[config.mk]
export PLATFORM = sky130hd
export DESIGN_NAME = neuron_accumulator
export DESIGN_NICKNAME = d
export VERILOG_FILES = /design/src/rtl/neuron_accumulator.sv
export SDC_FILE = /design/constraint.sdc
export NUM_CORES = 1
export LEC_CHECK = 0
export BUFFER_PORTS_ARGS = -buffer_cell sky130_fd_sc_hd__clkbuf_2
export CAP_MARGIN = 20
export CELL_PAD_IN_SITES_DETAIL_PLACEMENT = 2
export CELL_PAD_IN_SITES_GLOBAL_PLACEMENT = 2
export CORE_ASPECT_RATIO = 0.9
export CORE_MARGIN = 3
export CORE_UTILIZATION = 30
export DETAILED_ROUTE_END_ITERATION = 16
export PLACE_DENSITY = 0.78
export RECOVER_POWER = 25
export SETUP_SLACK_MARGIN = 0.05
export SLEW_MARGIN = 20
export SYNTH_ARGS = -nofsm -noshare
export SYNTH_HDL_FRONTEND = slang
export SYNTH_SLANG_ARGS = --single-unit
[constraint.sdc]
create_clock -name clk -period 2.05 [get_ports clk]
set_input_delay 0.5125 -clock clk [delete_from_list [all_inputs] [get_ports clk]]
set_output_delay 0.5125 -clock clk [all_outputs]
set_load 0.1 [all_outputs]
[src/rtl/neuron_accumulator.sv]
`default_nettype none
// ============================================================================
// neuron_accumulator : bias + product accumulation, shift rescale, ReLU/sat
// Revision: 1.0
// ============================================================================
module neuron_accumulator #(
    parameter int N_INPUTS = 8,
    parameter int ACC_W    = 24,
    parameter int SHIFT    = 7,
    parameter int CNT_W    = 7
) (
    input  logic             clk,
    input  logic             reset,
    input  logic             start_i,
    input  logic [15:0]      bias_i,
    input  logic             prod_valid_i,
    input  logic [15:0]      prod_i,
    output logic             busy_o,
    output logic             out_valid_o,
    output logic [7:0]       out_data_o,
    output logic [CNT_W-1:0] count_o
);

    localparam int ACC_MIN = 16 + $clog2(N_INPUTS) + 1;

    typedef enum logic [1:0] {
        S_IDLE   = 2'd0,
        S_ACCUM  = 2'd1,
        S_FINISH = 2'd2
    } state_t;

    state_t                   state_q;
    logic signed [ACC_W-1:0]  acc_q;
    logic [CNT_W-1:0]         count_q;
    logic                     busy_q;
    logic                     out_valid_q;
    logic [7:0]               out_data_q;

    logic signed [ACC_W-1:0]  bias_ext;
    logic signed [ACC_W-1:0]  prod_ext;
    logic signed [ACC_W-1:0]  scaled;
    logic                     last_prod;
    logic [7:0]               act_d;

    assign bias_ext  = {{(ACC_W-16){bias_i[15]}}, bias_i};
    assign prod_ext  = {{(ACC_W-16){prod_i[15]}}, prod_i};
    assign scaled    = acc_q >>> SHIFT;
    assign last_prod = (count_q == CNT_W'(N_INPUTS - 1));

    // Negative clamps to 0; any set bit above the 7-bit magnitude saturates to 127.
    always_comb begin
        act_d = scaled[7:0];
        if (scaled[ACC_W-1])
            act_d = 8'd0;
        else if (|scaled[ACC_W-2:7])
            act_d = 8'd127;
    end

    always_ff @(posedge clk or negedge reset) begin
        if (!reset) begin
            state_q     <= S_IDLE;
            acc_q       <= '0;
            count_q     <= '0;
            busy_q      <= 1'b0;
            out_valid_q <= 1'b0;
            out_data_q  <= '0;
        end else begin
            out_valid_q <= 1'b0;
            case (state_q)
                S_IDLE: begin
                    if (start_i) begin
                        acc_q   <= bias_ext;
                        count_q <= '0;
                        busy_q  <= 1'b1;
                        state_q <= S_ACCUM;
                    end
                end
                S_ACCUM: begin
                    if (prod_valid_i) begin
                        acc_q   <= acc_q + prod_ext;
                        count_q <= count_q + CNT_W'(1);
                        if (last_prod)
                            state_q <= S_FINISH;
                    end
                end
                S_FINISH: begin
                    out_data_q  <= act_d;
                    out_valid_q <= 1'b1;
                    busy_q      <= 1'b0;
                    state_q     <= S_IDLE;
                end
                default: begin
                    busy_q  <= 1'b0;
                    state_q <= S_IDLE;
                end
            endcase
        end
    end

    assign busy_o      = busy_q;
    assign out_valid_o = out_valid_q;
    assign out_data_o  = out_data_q;
    assign count_o     = count_q;

`ifndef SYNTHESIS
    always_ff @(posedge clk) begin
        assert (ACC_W >= ACC_MIN)
            else $error("neuron_accumulator: ACC_W=%0d below minimum %0d", ACC_W, ACC_MIN);
    end
`endif

endmodule
`default_nettype wire
==> summary by stage, run 1 <==
Outcome
The flow ran to the end, but the final reports show violations. The final reports fail on setup timing.

Global routing
Entering global routing, the biggest net connects 44 pins. The first-pass GRT wire length is 20.4 mm. The number of global-route vias before repair is 3755. The number of antenna violations at the first check in global routing is 0. The total global routing track utilization is 23.0%. Global routing finished with a remaining overflow of 0.

Timing
The clock skew after layout is 0.00909 ns. Headroom to the max-slew limit came out at 18.4%. For the pin with the worst max-slew slack, the measured transition is 1.22 ns. Setup violations remaining at the end of the flow were counted as 18. Derived from the worst setup path, the maximum achievable clock frequency is 385 MHz. The final critical-path share of the clock period is 127%. The number of failing hold endpoints at the final stage is 0.

The final max-slew violation count is 0. Counting I/O delays and the setup requirement, the final critical path takes 2.59 ns. Setup repair after global routing could not meet its margin everywhere. Setup slack on the critical path of the routed design comes to -0.545 ns.

Placement
The placement-stage worst setup slack is -0.649 ns. After legalization and detailed placement, the total HPWL measured 9.01 mm. Routability-driven placement finished with a final weighted congestion of 0.872. Once placement completed, the tool counted placed cells totaling 578.

The count of buffers added on input and output ports is 52.

Synthesis
The cell area that synthesis handed to floorplanning was 3000 sq um. For this run, the number of Yosys warnings is 0. The count of flip-flops with a built-in enable after synthesis is 0. The adder-cell share of the synthesized area is 10.7%. Counting every instance in the synthesized netlist gives 349.

The dominant synthesized flop cell is dfrtp_1. After synthesis, the largest family of logic cells by area is compound AO/OA/AOI/OAI gates. The register bit count reported by yosys is 43.

The number of unique standard cell types used by synthesis is 45. Measured against the total synthesized area, the mux share comes to 0%. After Yosys synthesis, and, or, nand and nor cells account for 17.1% of the synthesized area.

The area fraction in compound gates after synthesis is 25.7%. Of the synthesized area, sequential elements account for 35.9%. The parity-gate share of the synthesized area counting xor and xnor cells is 7.59%. The net count of the mapped netlist is 410. The average instance in the mapped netlist occupies 8.59 sq um. The share of synthesized registers carrying an async set or reset is 100%.

Critical path
The startpoint of the most critical register-to-register path is acc_q[0]. The critical path's slowest cell is dfrtp_1. The most critical setup path has its startpoint at acc_q[0]. The peak per-stage delay on the critical path is 0.45 ns.

The critical path ends at acc_q[22]. The required time of the critical path is 2.25 ns. Traced cell by cell, the critical path runs through ha_4, inv_2, fa_2, nor2b_4, o211ai_1, a211oi_2, o211ai_2, nand2_2, a221oi_2, xor2_1, o22ai_1. The kind of cell adding the most delay to the critical path is compound AO/OA/AOI/OAI gates.

The endpoint of the most critical register-to-register path is acc_q[22]. The critical-path maximum fanout is 3. The critical path crosses 11 cells after its start point. The worst setup path is of the reg2reg kind.

The critical path launch point type is a flop. The number of cells on the worst reg-to-reg path is 11. Across all register-to-register paths, the minimum setup slack is -0.54 ns.

STA puts the critical path data arrival time at 2.79 ns. The category of the worst setup path capture point is a flop. The buffering stage count on the worst path with inverters included is 1.

Drt
In the final routed layout, each cell accounts on average for 25.6 um. The routed layout has 3381 vias. The number of nets with antenna violations after detailed routing is 0.

For this run, design rule violations remaining after detail routing come to 0. The via density per instance is 5.63. After detailed routing, the total wire length is 15.4 mm. The number of DRC markers after the initial detailed-route iteration is 143. The first detailed-routing pass ran for 4 iterations.

Floorplanning
The core region is 9410 sq um. For this configuration, the core starts out at a cell density of 31.9%. The floorplan row count is 33. The number of ports placed on the die boundary is 53. From bottom edge to top edge, the die measures 101 um. The width of the die is 111 um. The die footprint is 11200 sq um.

Clocking
The number of buffers on the longest clock path is 2. The source-to-sink clock delay at the later pin of the worst-skew pair is 0.32 ns. The clock tree from TritonCTS is built. The TritonCTS buffer count is 5. After clock tree synthesis, the flow added hold-fix buffers numbering 0. The tree built by TritonCTS fans out to 43 sinks.

The cell chosen for the clock root is clkbuf_8. The clock tree synthesis step divided the H-tree into 2 levels. Clock-pin slew was measured on the worst setup and hold paths at 0.10 ns.

Final layout
The area growth from synthesis to layout is 50.4%. The post-route netlist has 43.6% of its cells at a drive strength greater than 1. The net count reported at finish is 539. The number of standard cells in the layout, taps in and fillers out is 601.

The number of diodes added for antenna fixing is 0.

Power and ir drop
IR analysis of the VDD net gives a maximum drop of 1330 uV. The leakage power summed over all cells is 2.13 nW. The overall power of the completed layout is 8.84 mW. Dividing total power by cell area gives a power density of 1960 nW/um^2.

Job
Max-cap violations in this run came to 0.

Min path
The worst hold path class is in2reg.
placed cells by master (no fill, tap or decap), types with 9 or more instances in the layout:
| cell | n |
|---|---|
| a21o_1 | 14 |
| a21oi_1 | 16 |
| a21oi_2 | 12 |
| buf_4 | 80 |
| clkbuf_2 | 53 |
| dfrtp_1 | 43 |
| ha_1 | 13 |
| ha_4 | 10 |
| nand2_1 | 44 |
| nor2_1 | 29 |
| o21ai_0 | 15 |
| o22ai_1 | 11 |
| xnor2_1 | 11 |
| xor2_1 | 9 |
power breakdown:
group          leakage, nW  internal (mW)  switching [mW]  total [mW]
clock network       0.0412          0.240           0.374       0.614
logic                 1.55           2.81            3.80        6.62
registers            0.532           1.20           0.408        1.61
stage by stage:
stage	setup TNS [ns]	hold slack, ns	util, %	instance area [sq um]
finish	-6.32	0.452	47.9	4510
global route	-8.13	0.456	47.9	4510
CTS	-2.84	0.182	45.2	4260
detailed placement	-8.19	0.479	42.5	4000
global placement	-5.96	0.462	42.5	4000
floorplan	-1.35	0.217	-	3110
final cells by class:
type                    instances  area (sq um)
fillers                      1002          4900
clock buffers                   6          72.6
flip-flops and latches         43          1080
inverters                       7          26.3
repair buffers                138           922
multi-input cells             283          2250
well taps                     122           153
clock inverters                 2          12.5
how the worst min path moves through the flow:
| stage | from | to | slack (ns) | cells past startpoint |
|---|---|---|---|---|
| final | bias_i[0] | acc_q[0] | 0.45 | 3 |
| after CTS | reset | acc_q[13] | 0.18 | 2 |
| after global routing | bias_i[0] | acc_q[0] | 0.46 | 3 |
| after detailed placement | out_data_o[7] | out_data_o[7] | 0.48 | 1 |
| after global placement | out_data_o[2] | out_data_o[2] | 0.46 | 2 |
| after floorplan | reset | acc_q[0] | 0.22 | 0 |
state kept, by name (all words and copies together), names as in the netlist:
| register | cells |
|---|---|
| acc_q | 24 |
| busy_o | 1 |
| count_o | 7 |
| out_data_o | 8 |
| out_valid_o | 1 |
| state_q | 2 |
cell families (layout without fill, tap and decap cells):
kind of cell	count (synthesis)	after routing
xor+xnor	26	26
buf+inv	23	153
flops	43	43
fa+ha+maj	25	25
compound gates	119	119
simple gates	113	113
worst reg2reg max path, delay by kind of cell, from the launching register on:
kind,cells,cell delay (ns)
compound gates,5,1.12
xor+xnor,1,0.20
fa+ha+maj,2,0.42
buf+inv,1,0.06
flops,1,0.45
simple gates,2,0.23
cell usage after synthesis, drive strengths merged, types with 3 or more instances:
cell type / n / area (sq um)
dfrtp: 43 / 1080
o211ai: 3 / 27.5
buf: 4 / 20.0
o21ai: 29 / 145
clkbuf: 12 / 45.0
xor2: 11 / 96.3
xnor2: 15 / 131
nor2b: 4 / 27.5
nand3: 6 / 30.0
a21oi: 29 / 149
nand4: 6 / 37.5
nand2: 48 / 180
nor2: 30 / 113
inv: 7 / 26.3
and3: 3 / 18.8
nand2b: 3 / 18.8
nor4: 3 / 18.8
a31oi: 7 / 50.1
o22ai: 14 / 87.6
a21o: 14 / 105
o31ai: 8 / 60.1
and2: 4 / 25.0
ha: 24 / 300
per-layer routing:
metal  track usage [%]  vias up  share of wire (%)
li1                  -     1515                  -
met1              26.8     1732                 41
met2              42.8       91                 52
met3              3.90       43                3.1
met4              7.95        0                4.1
met5                 0        -                  0
timing repair:
item                                    in CTS  in global routing
endpoints found under the setup margin      18                 19
buffers inserted                             7                 11
resized for setup                           27                 38
gates cloned                                 0                  0
pin swaps                                   18                 32
No activity file was read; power rests on OpenSTA's default activity.
==> run 2, diff against run 1 <==
--- a/config.mk
+++ b/config.mk
@@ -5,15 +5,15 @@
 export SDC_FILE = /design/constraint.sdc
 export NUM_CORES = 1
 export LEC_CHECK = 0
-export BUFFER_PORTS_ARGS = -buffer_cell sky130_fd_sc_hd__clkbuf_2
 export CAP_MARGIN = 20
 export CELL_PAD_IN_SITES_DETAIL_PLACEMENT = 2
 export CELL_PAD_IN_SITES_GLOBAL_PLACEMENT = 2
 export CORE_ASPECT_RATIO = 0.9
 export CORE_MARGIN = 3
-export CORE_UTILIZATION = 30
+export CORE_UTILIZATION = 34
 export DETAILED_ROUTE_END_ITERATION = 16
-export PLACE_DENSITY = 0.78
+export DONT_BUFFER_PORTS = 1
+export PLACE_DENSITY = 0.83
 export RECOVER_POWER = 25
 export SETUP_SLACK_MARGIN = 0.05
 export SLEW_MARGIN = 20
==> summary by stage, run 2 (synthesis results as in run 1) <==
Final layout
The register containing the most flip-flops in the final layout is acc_q. The number of standard cells in the layout, taps in and fillers out is 550 (-8.5%). The flip-flop count of the largest register, all copies and words added is 24 (unchanged).

The fraction of layout instances using a drive strength above 1 was 37.7% (-5.9 points). The number of diodes added for antenna fixing is 0 (unchanged). From synthesis to final layout, the design area changed by 45.6%. The most frequent standard cell in the layout excluding fill and tap cells is buf_4. Leaving out fill and tap cells, the most frequent cells in the layout are buf_4 (90), nand2_1 (43), dfrtp_1 (43). The net count reported at finish was 495 (-8.2%).

Global routing
The fraction of met1 tracks used by global routing is 30.7% (+3.9 points). The number of global-route vias before repair is 3672 (-2.2%). The first-pass GRT wire length is 21.3 mm (+4.5%). The maximum number of pins on one net before global-route repair came to 44 (unchanged). The global routing met2 resource utilization was 53.2% (+10 points). The total global routing track utilization came to 27.8% (+4.8 points). The overall overflow remaining after global route is 0 (unchanged). The met3 track demand over resource is 5.55% (+1.7 points).

The routing layer with the top usage in global route is met2. The number of antenna violations at the first check in global routing was 0 (unchanged).

Clocking
TritonCTS built the clock tree. The deepest level of the CTS H-tree is 2 (unchanged). The CTS sink count is 43 (unchanged).

The source-to-sink clock delay at the later pin of the worst-skew pair is 0.30 ns (-0.02 ns). The number of buffers on the longest clock path is 2 (unchanged). The cell chosen for the clock root is clkbuf_8.

The clock-pin slew of the registers on the worst-case setup and hold paths is 0.09 ns (about the same). The TritonCTS buffer count is 5 (unchanged).

Timing
The count of final setup violators is 17 (-1). The time the final worst path needs with I/O delays and setup is 2.64 ns (+0.0448 ns). The slew at the pin with the worst max-slew slack is 1.16 ns (-0.0603 ns).

The relative max-transition margin is 22.4% (+4.0 points). The setup TNS after final layout is -5.02 ns (+1.30 ns). The achievable clock frequency is 379 MHz (-1.7%).

The final max-slew violation count is 0 (unchanged). The post-route worst hold slack is 0.408 ns (-0.0436 ns). The clock skew after layout is 0.00407 ns (-0.00503 ns). The final critical-path share of the clock period is 129% (+2.2 points).

The worst-case setup margin in the final layout came to -0.590 ns (-0.0448 ns). The number of failing hold endpoints at the final stage was 0 (unchanged). Setup repair after global routing could not meet its margin everywhere.

Job
The number of max-cap violations was 0 (unchanged).

Power and ir drop
The peak supply drop is 1010 uV (-24%). The leakage power summed over all cells is 1.95 nW (-8.1%). The overall power of the completed layout was 8.91 mW (+0.81%). The total power per unit cell area is 2040 nW/um^2 (+4.2%).

Floorplanning
The floorplan row count came to 31 (-6.1%). The number of ports placed on the die boundary is 53 (unchanged). The width of the die is 105 um (-5.7%). The die footprint was 9990 sq um (-11%). The height of the die is 95.1 um (-5.7%).

The core region area is 8300 sq um (-12%). The initial core utilization is 36.1% (+4.3 points).

Critical path
The arrival time at the worst endpoint came to 2.83 ns (+0.04 ns). The endpoint identified for the worst register-to-register timing path is acc_q[18]. The category of the worst setup path capture point is a flop. The critical-path maximum fanout is 3 (unchanged). The reg2reg setup slack is -0.59 ns (-0.04 ns). The startpoint of the most critical register-to-register path is acc_q[0].

The number of cells on the worst reg-to-reg path came to 12 (+1). The worst setup path is launched from a flop. The kind of critical path is reg2reg. The required time of the critical path is 2.24 ns (about the same).

Placement
The count of input and output buffers is 0 (-100%). The total instance count after detailed placement is 525 (-9.2%). The detailed placement HPWL came to 9.08 mm (+0.82%). The final weighted congestion of routability-driven global placement was 0.887 (+1.6%). The placement-stage worst setup slack is -0.570 ns (+0.0794 ns).

Outcome
The final reports fail on setup timing. The flow ran to the end, but the final reports show violations.

Min path
The cell depth of the worst hold path is 2 (-1). The worst hold path class is in2reg. The worst hold path endpoint is state_q[1].

The startpoint of the most critical hold path is prod_valid_i.

Drt
The length of the first detailed-routing pass in iterations is 4 (unchanged). The total wire length is 14.7 mm (-4.8%). The average wire per cell in the routed design is 26.6 um (+4.0%). The remaining design rule violation count is 0 (unchanged). The number of nets with antenna violations after detailed routing is 0 (unchanged).

The via density per instance was 5.82 (+3.5%). The count of vias placed by the detailed router is 3201 (-5.3%). The number of DRC markers after the initial detailed-route iteration is 110 (-23%).
-- run 2: through the flow --
| step | area, sq um | util, % |
|---|---|---|
| CTS | 4180 | 50.3 |
| global route | 4370 | 52.6 |
| detailed placement | 3780 | 45.5 |
| finish | 4370 | 52.6 |
| global placement | 3780 | 45.5 |
| floorplan | 3110 | - |
-- run 2: what timing repair did --
item	CTS	global route
pin swaps	24	23
setup buffers	10	8
cloned	0	0
resized for setup	45	28
hold buffers	1	0
setup endpoints to repair	18	20
hold endpoints to repair	43	0
-- run 2: power by group --
group / internal, mW / total [mW] / switching [mW]
clock network: 0.309 / 0.634 / 0.325
registers: 1.20 / 1.54 / 0.336
logic: 2.78 / 6.74 / 3.96
-- run 2: worst max path at each step --
stage / startpoint / slack, ns / endpoint / depth (start not counted)
after CTS: acc_q[0] / -0.36 / acc_q[22] / 11
after detailed placement: prod_i[0] / -0.57 / acc_q[18] / 11
after global routing: acc_q[0] / -0.71 / acc_q[18] / 12
after global placement: prod_i[0] / -0.42 / acc_q[18] / 11
after floorplan: prod_i[0] / -0.25 / acc_q[18] / 11
final: acc_q[0] / -0.59 / acc_q[18] / 12
-- run 2: final cells by class --
cell class | instances | area, sq um
well taps | 115 | 144
flip-flops and latches | 43 | 1080
multi-input cells | 283 | 2300
fillers | 898 | 3930
repair buffers | 94 | 723
clock buffers | 8 | 100
inverters | 7 | 26.3
-- run 2: per-layer routing --
| metal | part of all wire, % | wire length [um] | up-vias |
|---|---|---|---|
| met1 | 41 | 5940 | 1637 |
| met3 | 4.4 | 648 | 33 |
| met5 | 0 | 0 | - |
| li1 | - | - | 1423 |
| met4 | 3.4 | 498 | 0 |
| met2 | 52 | 7570 | 108 |
-- run 2: critical path, stage by stage, from the launching register on --
cell and delay (ns):
dfrtp_1 0.41, ha_4 0.16, inv_2 0.04, fa_2 0.40, nor2b_2 0.14, o211ai_1 0.15, a211oi_2 0.32, o211ai_2 0.14
nand2_2 0.12, buf_4 0.13, a31oi_4 0.08, xor2_1 0.17, o22ai_1 0.25
